**config.mk**
```make
export PLATFORM = sky130hd
export DESIGN_NAME = ram_wport_sched
export DESIGN_NICKNAME = d
export VERILOG_FILES = /design/src/rtl/ram_wport_sched.sv
export SDC_FILE = /design/constraint.sdc
export NUM_CORES = 1
export LEC_CHECK = 0
export ABC_AREA = 0
export CORE_ASPECT_RATIO = 1.2
export CORE_MARGIN = 2
export CORE_UTILIZATION = 25
export DETAILED_ROUTE_END_ITERATION = 10
export RECOVER_POWER = 50
export REMOVE_ABC_BUFFERS = 1
export SLEW_MARGIN = 25
export SYNTH_ARGS = -nofsm -noshare
export SYNTH_HDL_FRONTEND = slang
export SYNTH_SLANG_ARGS = --single-unit
```
**constraint.sdc**
```tcl
create_clock -name clk -period 8.1 [get_ports clk]
set_input_delay 2.43 -clock clk [delete_from_list [all_inputs] [get_ports clk]]
set_output_delay 2.43 -clock clk [all_outputs]
set_load 0.01 [all_outputs]
```
**src/rtl/ram_wport_sched.sv**
```systemverilog
// Write-port scheduler for a single-write-port register RAM: round-robin among
// three writeback requesters, plus a clear sequencer that zeroes every address.
module ram_wport_sched #(
    parameter int bit_width  = 16,
    parameter int addr_width = 3
) (
    input  logic                  clk,
    input  logic                  rst,
    input  logic                  gwe,
    input  logic                  req0,
    input  logic                  req1,
    input  logic                  req2,
    input  logic [addr_width-1:0] addr0,
    input  logic [addr_width-1:0] addr1,
    input  logic [addr_width-1:0] addr2,
    input  logic [bit_width-1:0]  data0,
    input  logic [bit_width-1:0]  data1,
    input  logic [bit_width-1:0]  data2,
    output logic                  gnt0,
    output logic                  gnt1,
    output logic                  gnt2,
    input  logic                  clr_start,
    output logic [addr_width-1:0] wsel,
    output logic [bit_width-1:0]  wdata,
    output logic                  we,
    output logic                  busy,
    output logic                  clr_done
);

    typedef enum logic {IDLE, CLEAR} state_t;

    state_t                state_reg, state_next;
    logic [1:0]            rr_ptr_reg, rr_ptr_next;
    logic [addr_width-1:0] clr_cnt_reg, clr_cnt_next;
    logic                  clr_done_reg, clr_done_next;

    logic [2:0]            req_vec;
    logic [2:0]            gnt_vec;
    logic [addr_width-1:0] addr_arr [3];
    logic [bit_width-1:0]  data_arr [3];
    logic                  grant_valid;
    logic [1:0]            win_idx;
    logic [2:0]            cand;

    assign req_vec     = {req2, req1, req0};
    assign addr_arr[0] = addr0;
    assign addr_arr[1] = addr1;
    assign addr_arr[2] = addr2;
    assign data_arr[0] = data0;
    assign data_arr[1] = data1;
    assign data_arr[2] = data2;

    assign gnt0 = gnt_vec[0];
    assign gnt1 = gnt_vec[1];
    assign gnt2 = gnt_vec[2];

    // Everything visible to the RAM is forced quiet while reset is held.
    always_comb begin
        gnt_vec     = '0;
        grant_valid = 1'b0;
        win_idx     = 2'd0;
        cand        = 3'd0;
        we          = 1'b0;
        wsel        = '0;
        wdata       = '0;
        busy        = 1'b0;
        if (rst) begin
            if (state_reg == CLEAR) begin
                busy = 1'b1;
                we   = 1'b1;
                wsel = clr_cnt_reg;
            end else begin
                for (int k = 0; k < 3; k++) begin
                    cand = {1'b0, rr_ptr_reg} + 3'(k);
                    if (cand >= 3'd3)
                        cand = cand - 3'd3;
                    if (!grant_valid && req_vec[cand[1:0]]) begin
                        grant_valid = 1'b1;
                        win_idx     = cand[1:0];
                    end
                end
                if (grant_valid) begin
                    gnt_vec[win_idx] = 1'b1;
                    we               = 1'b1;
                    wsel             = addr_arr[win_idx];
                    wdata            = data_arr[win_idx];
                end
            end
        end
    end

    assign clr_done = rst & clr_done_reg;

    always_comb begin
        state_next    = state_reg;
        rr_ptr_next   = rr_ptr_reg;
        clr_cnt_next  = clr_cnt_reg;
        clr_done_next = clr_done_reg;
        if (gwe) begin
            clr_done_next = 1'b0;
            if (state_reg == IDLE) begin
                if (grant_valid)
                    rr_ptr_next = (win_idx == 2'd2) ? 2'd0 : win_idx + 2'd1;
                if (clr_start) begin
                    state_next   = CLEAR;
                    clr_cnt_next = '0;
                end
            end else begin
                if (&clr_cnt_reg) begin
                    state_next    = IDLE;
                    clr_done_next = 1'b1;
                end else begin
                    clr_cnt_next = clr_cnt_reg + 1'b1;
                end
            end
        end
    end

    always_ff @(posedge clk or negedge rst) begin
        if (!rst) begin
            state_reg    <= IDLE;
            rr_ptr_reg   <= 2'd0;
            clr_cnt_reg  <= '0;
            clr_done_reg <= 1'b0;
        end else begin
            state_reg    <= state_next;
            rr_ptr_reg   <= rr_ptr_next;
            clr_cnt_reg  <= clr_cnt_next;
            clr_done_reg <= clr_done_next;
        end
    end

endmodule

```
# Yosys cells after proc, flatten, opt, wreduce, memory -nomap -nowiden
# Index checks and enable logic that the tools add are counted.
# totals
ff_bits	7
input_bits	64
output_inout_bits	25
# op_classes
add_sub_neg	7
magnitude_cmp	9
eq_ne	2
n_mux	64
bitwise	3
n_reduce_logical	9
# ops
cell	n
$mux 16	5
$mux 2	17
$mux 3	11
$bmux 16 s2	1
$mux 1	25
$lt 2x3->1 const B	4
$reduce_and 3->1	3
$bmux 1 s2	3
$bmux 3 s2	1
$ge 3x2->1 const B	2
$sub 2x2->2 const B	3
$add 2x1->3 const B	1
$add 2x2->3 const B	1
$add 3x1->3 const B	1
$ge 3x3->1 const B	1
$logic_and 1x1->1	3
$not 2->3	1
$add 2x1->2 const B	1
$demux 1 s2	1
$eq 2x2->1 const B	1
$ge 2x1->1 const B	1
$ge 2x2->1 const B	1
$logic_not 1->1	2
$ne 2x2->1 const B	1
3 further kinds	3

# Depth between registers and ports, before layout
# Gate-level depths: netlist (run 1).
# depth
word_depth	26
depth_mapped	10
depth_no_buf	7

# Worst setup path after synthesis (run 1)
# No wires, ideal clock.
# synth_timing
path_kind	input port to output port
from	input port req1
to	output port gnt1
arrival_time_ns	3.866
required_ns	5.670
path_slack_ns	1.804
cell_stages	6
path_cell_list	nor2b_2 -> o21ai_0 -> a211o_1 -> buf_2 -> nand2_1 -> a2111oi_0
# synth_via
elab_chain_len	22
# synth_rtl
item	line	rtl
from (decl)	11	input logic req1,
$bmux 1 s2	77	if (!grant_valid && req_vec[cand[1:0]]) begin
$mux 1 (implied by the code)	77	
$mux 1	77	
$mux 1	68	if (state_reg == CLEAR) begin
$mux 1	67	if (rst) begin
$logic_not 1->1	77	
$logic_and 1x1->1	77	
$mux 1	77	
[6 not listed]	n/a	
$mux 2	67	
$lt 2x3->1 (implied by the code) / $ge 2x1->1 (equally long branches)	83	gnt_vec[win_idx] = 1'b1;
$logic_and 1x1->1 (implied by the code)	83	
$mux 1 (implied by the code)	83	
$demux 1 s2	83	
$mux 3 (*)	82	if (grant_valid) begin
$mux 3 (*)	68	
$mux 3 (*)	67	
to (decl)	20	output logic gnt1,
# Every way passes the cells marked *; elsewhere a longest branch is shown, timed or not. The select of a mux whose other input is x is not followed.

# Worst setup path after layout (run 1)
# layout_timing
from	input port req0
to	output port wdata[2]
# layout_via
elab_chain_len	22
# layout_rtl
item	line	rtl
from (decl)	10	input logic req0,
$bmux 1 s2	77	
$mux 1 (implied by the code)	77	
$mux 1	77	
$mux 1	68	
$mux 1	67	
$logic_not 1->1	77	
$logic_and 1x1->1	77	
$mux 1	77	
[5 not listed]	n/a	
$mux 2	68	
$mux 2	67	
$not 2->3 (implied by the code)	86	wdata = data_arr[win_idx];
$bmux 16 s2	86	
$mux 16 (implied by the code) (2 in series)	86	
$mux 16 (*)	82	
$mux 16 (*)	68	
$mux 16 (*)	67	
to (decl)	24	output logic [bit_width-1:0] wdata,
# Marked as above.

==> results of run 1 <==
## cell usage in the layout, fill, tap and decap left out, drive strengths merged, types with 2 or more instances in the layout
| cell | Yosys | routed |
|---|---|---|
| a211oi | 19 | 19 |
| a21oi | 22 | 22 |
| a22o | 5 | 5 |
| and2 | 3 | 3 |
| buf | 10 | 6 |
| clkbuf | 4 | 5 |
| clkdlybuf4s50 | 0 | 82 |
| dfrtp | 7 | 7 |
| dlygate4sd3 | 0 | 6 |
| ha | 6 | 6 |
| inv | 5 | 5 |
| mux2 | 5 | 5 |
| mux2i | 17 | 17 |
| nand2 | 5 | 5 |
| nand2b | 2 | 2 |
| nand3 | 2 | 2 |
| nand3b | 2 | 2 |
| nor2 | 7 | 7 |
| nor2b | 5 | 5 |
| nor4 | 3 | 3 |
| nor4b | 3 | 3 |
| o21ai | 5 | 5 |
| o41ai | 4 | 4 |
## worst paths after layout
path | startpoint | endpoint | slack [ns] | cells past startpoint
max in group asynchronous | rst | clr_cnt_reg[1] | 5.13 | 2
min in group asynchronous | rst | clr_done_reg | 2.66 | 2
setup reg to reg | rr_ptr_reg[0] | rr_ptr_reg[1] | 5.50 | 7
hold / removal | clr_done_reg | clr_done_reg | 0.52 | 2
setup / recovery | req0 | wdata[2] | 0.47 | 7
hold reg to reg | clr_done_reg | clr_done_reg | 0.52 | 2
## synth_stat cells (3+ instances only)
master    instances  area (um^2)
a211oi_1          4         30.0
a211oi_2         14          175
a21oi_1          22          110
a22o_1            5         43.8
and2_1            3         18.8
buf_6             7         78.8
clkbuf_1          4         15.0
dfrtp_1           7          175
ha_1              6         75.1
inv_1             5         18.8
mux2i_1          17          170
nand2_1           5         18.8
nor2_1            6         22.5
nor2b_1           4         25.0
nor4_1            3         18.8
nor4b_1           3         26.3
o21ai_0           3         15.0
o41ai_2           4         65.1
## metal layers
layer	share of wire (%)	track usage (%)	vias to the layer above
met2	49	25.0	49
met4	0.59	3.03	0
met1	44	18.8	708
li1	-	-	779
met5	0	0	-
met3	6.1	1.51	2
## per-stage QoR
step	worst slack [ns]	instance area, um^2	util [%]	instances
final	0.468	2350	43.8	303
after global routing	0.303	2350	43.8	303
after CTS	0.497	2350	43.8	303
after detailed placement	0.512	2310	43.0	299
after global placement	0.481	2310	43.0	299
after floorplan	1.39	1300	-	142
## cell families (layout without fill, tap and decap cells)
group / Yosys count / after routing / share of synthesized area (%)
adder cells (fa/ha/maj): 6 / 6 / 5.33
AO/OA/AOI/OAI: 65 / 65 / 40.3
AND/OR/NAND/NOR: 37 / 37 / 16.1
multiplexers: 22 / 22 / 16.6
flip-flops: 7 / 7 / 12.4
buffers and inverters: 19 / 104 / 9.24
## worst max-delay path, cell delays in order
cell and delay [ns]:
dlygate4sd3_1 0.62, mux2_4 0.31, mux2_4 0.29, o31ai_4 0.66
buf_4 0.31, a211oi_1 0.06, clkdlybuf4s50_1 0.50
## final cells by class
type                    count  area [um^2]  share of cell area (%)
clock buffers               4         45.0                    1.92
repair buffers             95          930                    39.6
flip-flops and latches      7          175                    7.45
inverters                   5         18.8                   0.799
multi-input cells         130         1100                    47.0
well taps                  62         77.6                    3.30
## where the power goes
part | internal (W) | switching, W
Sequential | 0.0000482 | 0.0000170
Clock | 0.0000339 | 0.0000130
Combinational | 0.000183 | 0.000196
==> results.json, run 1 <==
{
  "num_io_pins": 89,
  "layout.nets": 312,
  "end_kind": "output pin",
  "clk_latency_ns": 0.22,
  "rsz0062_at_grt": "no",
  "finalPower_w": 0.000492,
  "grt_max_degree": 25,
  "synth.distinct_cells": 46,
  "setup_tns_ns": 0,
  "dieArea_um2": 6250,
  "drt-pass1-iter-count": 4,
  "antenna_cells": 0,
  "timing_worst_setup_path_type": "in -> out",
  "clock_sinks": 7,
  "gp_congestion": 0.746,
  "wl_per_cell_um": 15.2,
  "ant_nets": 0,
  "dp_hpwl_um": 3700,
  "grt_overflow": 0,
  "ys_warn_count": 0,
  "vdd_drop_max_mv": 0.104,
  "die_h_um": 86.2,
  "synthCells": 156,
  "async_flop_share_pct": 100,
  "grt_pass1_wl_um": 7230,
  "tightest_slew_ns": 0.721,
  "p_leak_nw": 0.929,
  "antenna_found_initial": 0,
  "pwr_density_cell_nw_per_um2": 209,
  "port_buffers": 88,
  "syn-cell-area_um2": 1410,
  "ys.flop_type": "dfrtp_1",
  "ctsHoldBuffers": 0,
  "clockBufferDepth": 2,
  "rows": 29,
  "synth_edf_count": 0,
  "core-area_um2": 5370,
  "track_usage_pct": 14.3,
  "avgSynthCellArea_um2": 9.03,
  "critPathLaunchType": "input port",
  "clock_skew_ns": 0.000115,
  "crit_path_max_fanout": 15,
  "timing.final.hold_violations": 0,
  "initial_core_util_pct": 26.2,
  "fill_cells": 552,
  "period_share_pct": 94.2,
  "finalWirelength_um": 4610,
  "drv_slew": 0,
  "required_ns": 5.67,
  "synth_seq_cells": 7,
  "drc": 0,
  "cp.arrival_ns": 5.20,
  "clk_pin_slew_ns": 0.04,
  "layout_min_cycle_time_ns": 7.63,
  "synth_seq_area_share_pct": 12.4,
  "drt_iter0_markers": 92,
  "die_w_um": 72.5,
  "drv_cap": 0,
  "cts_max_level": 1,
  "grt_pass1_vias": 1510,
  "max_freq_ghz": 0.131,
  "relSlewSlack_pct": 52.0,
  "area.growth.synth_to_final_pct": 66.8,
  "timing.hold.ws_ns": 0.516,
  "drive_gt1_share_pct": 14.9,
  "cts_setup_buffers": 0,
  "vias": 1538,
  "largest_reg_flops": 3,
  "root_buffer": "clkbuf_8",
  "cts_tree": "yes",
  "vias_per_cell": 5.08,
  "status": "finished, final reports clean",
  "hp-class": "reg -> reg",
  "cts_made_buffers": 3,
  "cts_resized": 0,
  "final-setup-viol-count": 0
}
No activity file was read; power rests on OpenSTA's default activity.
==> run 2, diff against run 1 <==
CORE_ASPECT_RATIO = 0.8   (was 1.2)
==> run 2 against run 1 <==
Against the previous run:
- first-iteration DRC count fell by 35%
- total power is 0.57% lower
- die area barely moved
- sequential cell count is the same
- clock-buffer cell count unchanged
- critical path depth is the same
- final area up 0.48%
- routed wire length down 0.24%
- sequential share of layout area hardly changed
- worst setup slack got worse by 0.16 ns
- critical path type unchanged
- critical endpoint is now wsel[1]
- largest cell class unchanged
- largest power group unchanged
==> results.json, run 2 (synthesis results as in run 1) <==
{
  "gp_congestion": 0.808,
  "relSlewSlack_pct": 34.0,
  "timing.final.hold_violations": 0,
  "setup_tns_ns": 0,
  "drv_slew": 0,
  "drt-pass1-iter-count": 4,
  "timing_worst_setup_path_type": "in -> out",
  "grt_pass1_wl_um": 6950,
  "vias_per_cell": 4.77,
  "grt_max_degree": 25,
  "cts_resized": 0,
  "initial_core_util_pct": 25.9,
  "grt.met3_usage_pct": 2.80,
  "area.growth.synth_to_final_pct": 67.6,
  "ant_nets": 0,
  "finalWirelength_um": 4600,
  "fill_cells": 537,
  "core-area_um2": 5440,
  "mostFrequentLayoutCells": "clkdlybuf4s50_1 (82), a21oi_1 (22), mux2i_1 (17)",
  "use_met1_pct": 19.0,
  "final-setup-viol-count": 0,
  "drv_cap": 0,
  "layout_min_cycle_time_ns": 7.79,
  "vias": 1517,
  "root_buffer": "clkbuf_8",
  "internal_power_w": 0.000265,
  "largest_reg_flops": 3,
  "die_h_um": 71.1,
  "top_usage_layer": "met2",
  "required_ns": 5.67,
  "cts_setup_buffers": 0,
  "grt_pass1_vias": 1418,
  "tightest_slew_ns": 0.989,
  "crit_path_max_fanout": 24,
  "drive_gt1_share_pct": 14.2,
  "max_freq_ghz": 0.128,
  "dieArea_um2": 6260,
  "drc": 0,
  "wl_per_cell_um": 14.5,
  "antenna_cells": 0,
  "track_usage_pct": 13.6,
  "dp_hpwl_um": 3690,
  "cp.arrival_ns": 5.36,
  "clk_latency_ns": 0.22,
  "p_leak_nw": 0.929,
  "rows": 24,
  "pwr_density_cell_nw_per_um2": 207,
  "swShare_pct": 45.8,
  "cts_made_buffers": 3,
  "period_share_pct": 96.1,
  "antenna_found_initial": 0,
  "vdd_drop_max_mv": 0.116,
  "cts_max_level": 1,
  "clockPowerShare_pct": 9.7,
  "layout.nets": 311,
  "port_buffers": 88,
  "drt_iter0_markers": 60,
  "cts_tree": "yes",
  "critPathLaunchType": "input port",
  "timing.hold.ws_ns": 0.528,
  "p_comb_share_pct": 76.9,
  "status": "finished, final reports clean",
  "num_io_pins": 89,
  "clockBufferDepth": 2,
  "clk_pin_slew_ns": 0.04,
  "clock_sinks": 7,
  "die_w_um": 87.9,
  "grt_overflow": 0,
  "grt_use_met2_pct": 21.4,
  "p_sw_w": 0.000224,
  "seq_power_share_pct": 13.4,
  "clock_skew_ns": 0.00221,
  "layout_commonest_cell": "clkdlybuf4s50_1",
  "rsz0062_at_grt": "no",
  "hp-class": "reg -> reg",
  "ctsHoldBuffers": 0,
  "end_kind": "output pin"
}
[run 2: cell types whose count changed in the layout (fill, tap and decap cells not counted)]
cell / before / now
o31ai_4: 1 / 0
buf_12: 0 / 1
buf_4: 6 / 4
o31ai_1: 0 / 1
[run 2: final timing paths]
path | startpoint | end | slack [ns] | cells after the start
max | req0 | wsel[1] | 0.31 | 7
min | clr_done_reg | clr_done_reg | 0.53 | 2
max reg2reg | rr_ptr_reg[1] | rr_ptr_reg[1] | 5.26 | 8
min reg2reg | clr_done_reg | clr_done_reg | 0.53 | 2
max in group asynchronous | rst | rr_ptr_reg[1] | 5.09 | 2
min in group asynchronous | rst | rr_ptr_reg[0] | 2.68 | 2
[run 2: power by group through the flow]
| stage | Clock, W | Combinational (W) | Sequential (W) |
|---|---|---|---|
| 2_1_floorplan | 0 | 0.000257 | 0.0000610 |
| 3_3_place_gp | 0 | 0.000383 | 0.0000650 |
| 3_5_place_dp | 0 | 0.000384 | 0.0000658 |
| 4_1_cts | 0.0000486 | 0.000385 | 0.0000655 |
| 5_1_grt | 0.0000511 | 0.000411 | 0.0000683 |
| 6_report | 0.0000476 | 0.000376 | 0.0000655 |
[run 2: cell type report]
cell class	count	area [um^2]	share of cell area, %
sequential	7	175	7.42
tap	78	97.6	4.13
inverter	5	18.8	0.795
clock buffer	4	45.0	1.91
timing repair buffer	94	935	39.6
multi-input combinational	130	1090	46.2
[run 2: layer usage]
| layer | vias up | part of all wire (%) |
|---|---|---|
| met5 | - | 0 |
| met1 | 680 | 47 |
| met4 | 0 | 1.7 |
| li1 | 781 | - |
| met3 | 6 | 7.3 |
| met2 | 50 | 44 |
[run 2: through the flow]
stage	setup slack (ns)	cell area (um^2)	power [W]	instances	utilization, %
finish	0.312	2360	0.000489	318	43.4
global route	0.184	2360	0.000531	318	43.4
CTS	0.508	2380	0.000499	318	43.8
detailed placement	0.516	2330	0.000450	314	42.9
global placement	0.549	2330	0.000448	314	42.9
floorplan	1.39	1300	0.000318	142	-
[run 2: worst max-delay path, stage by stage]
cell and delay (ns):
dlygate4sd3_1 0.63, mux2_1 0.31, mux2_2 0.30, o31ai_1 0.68, buf_12 0.28, o41ai_2 0.10
dlygate4sd3_1 0.63
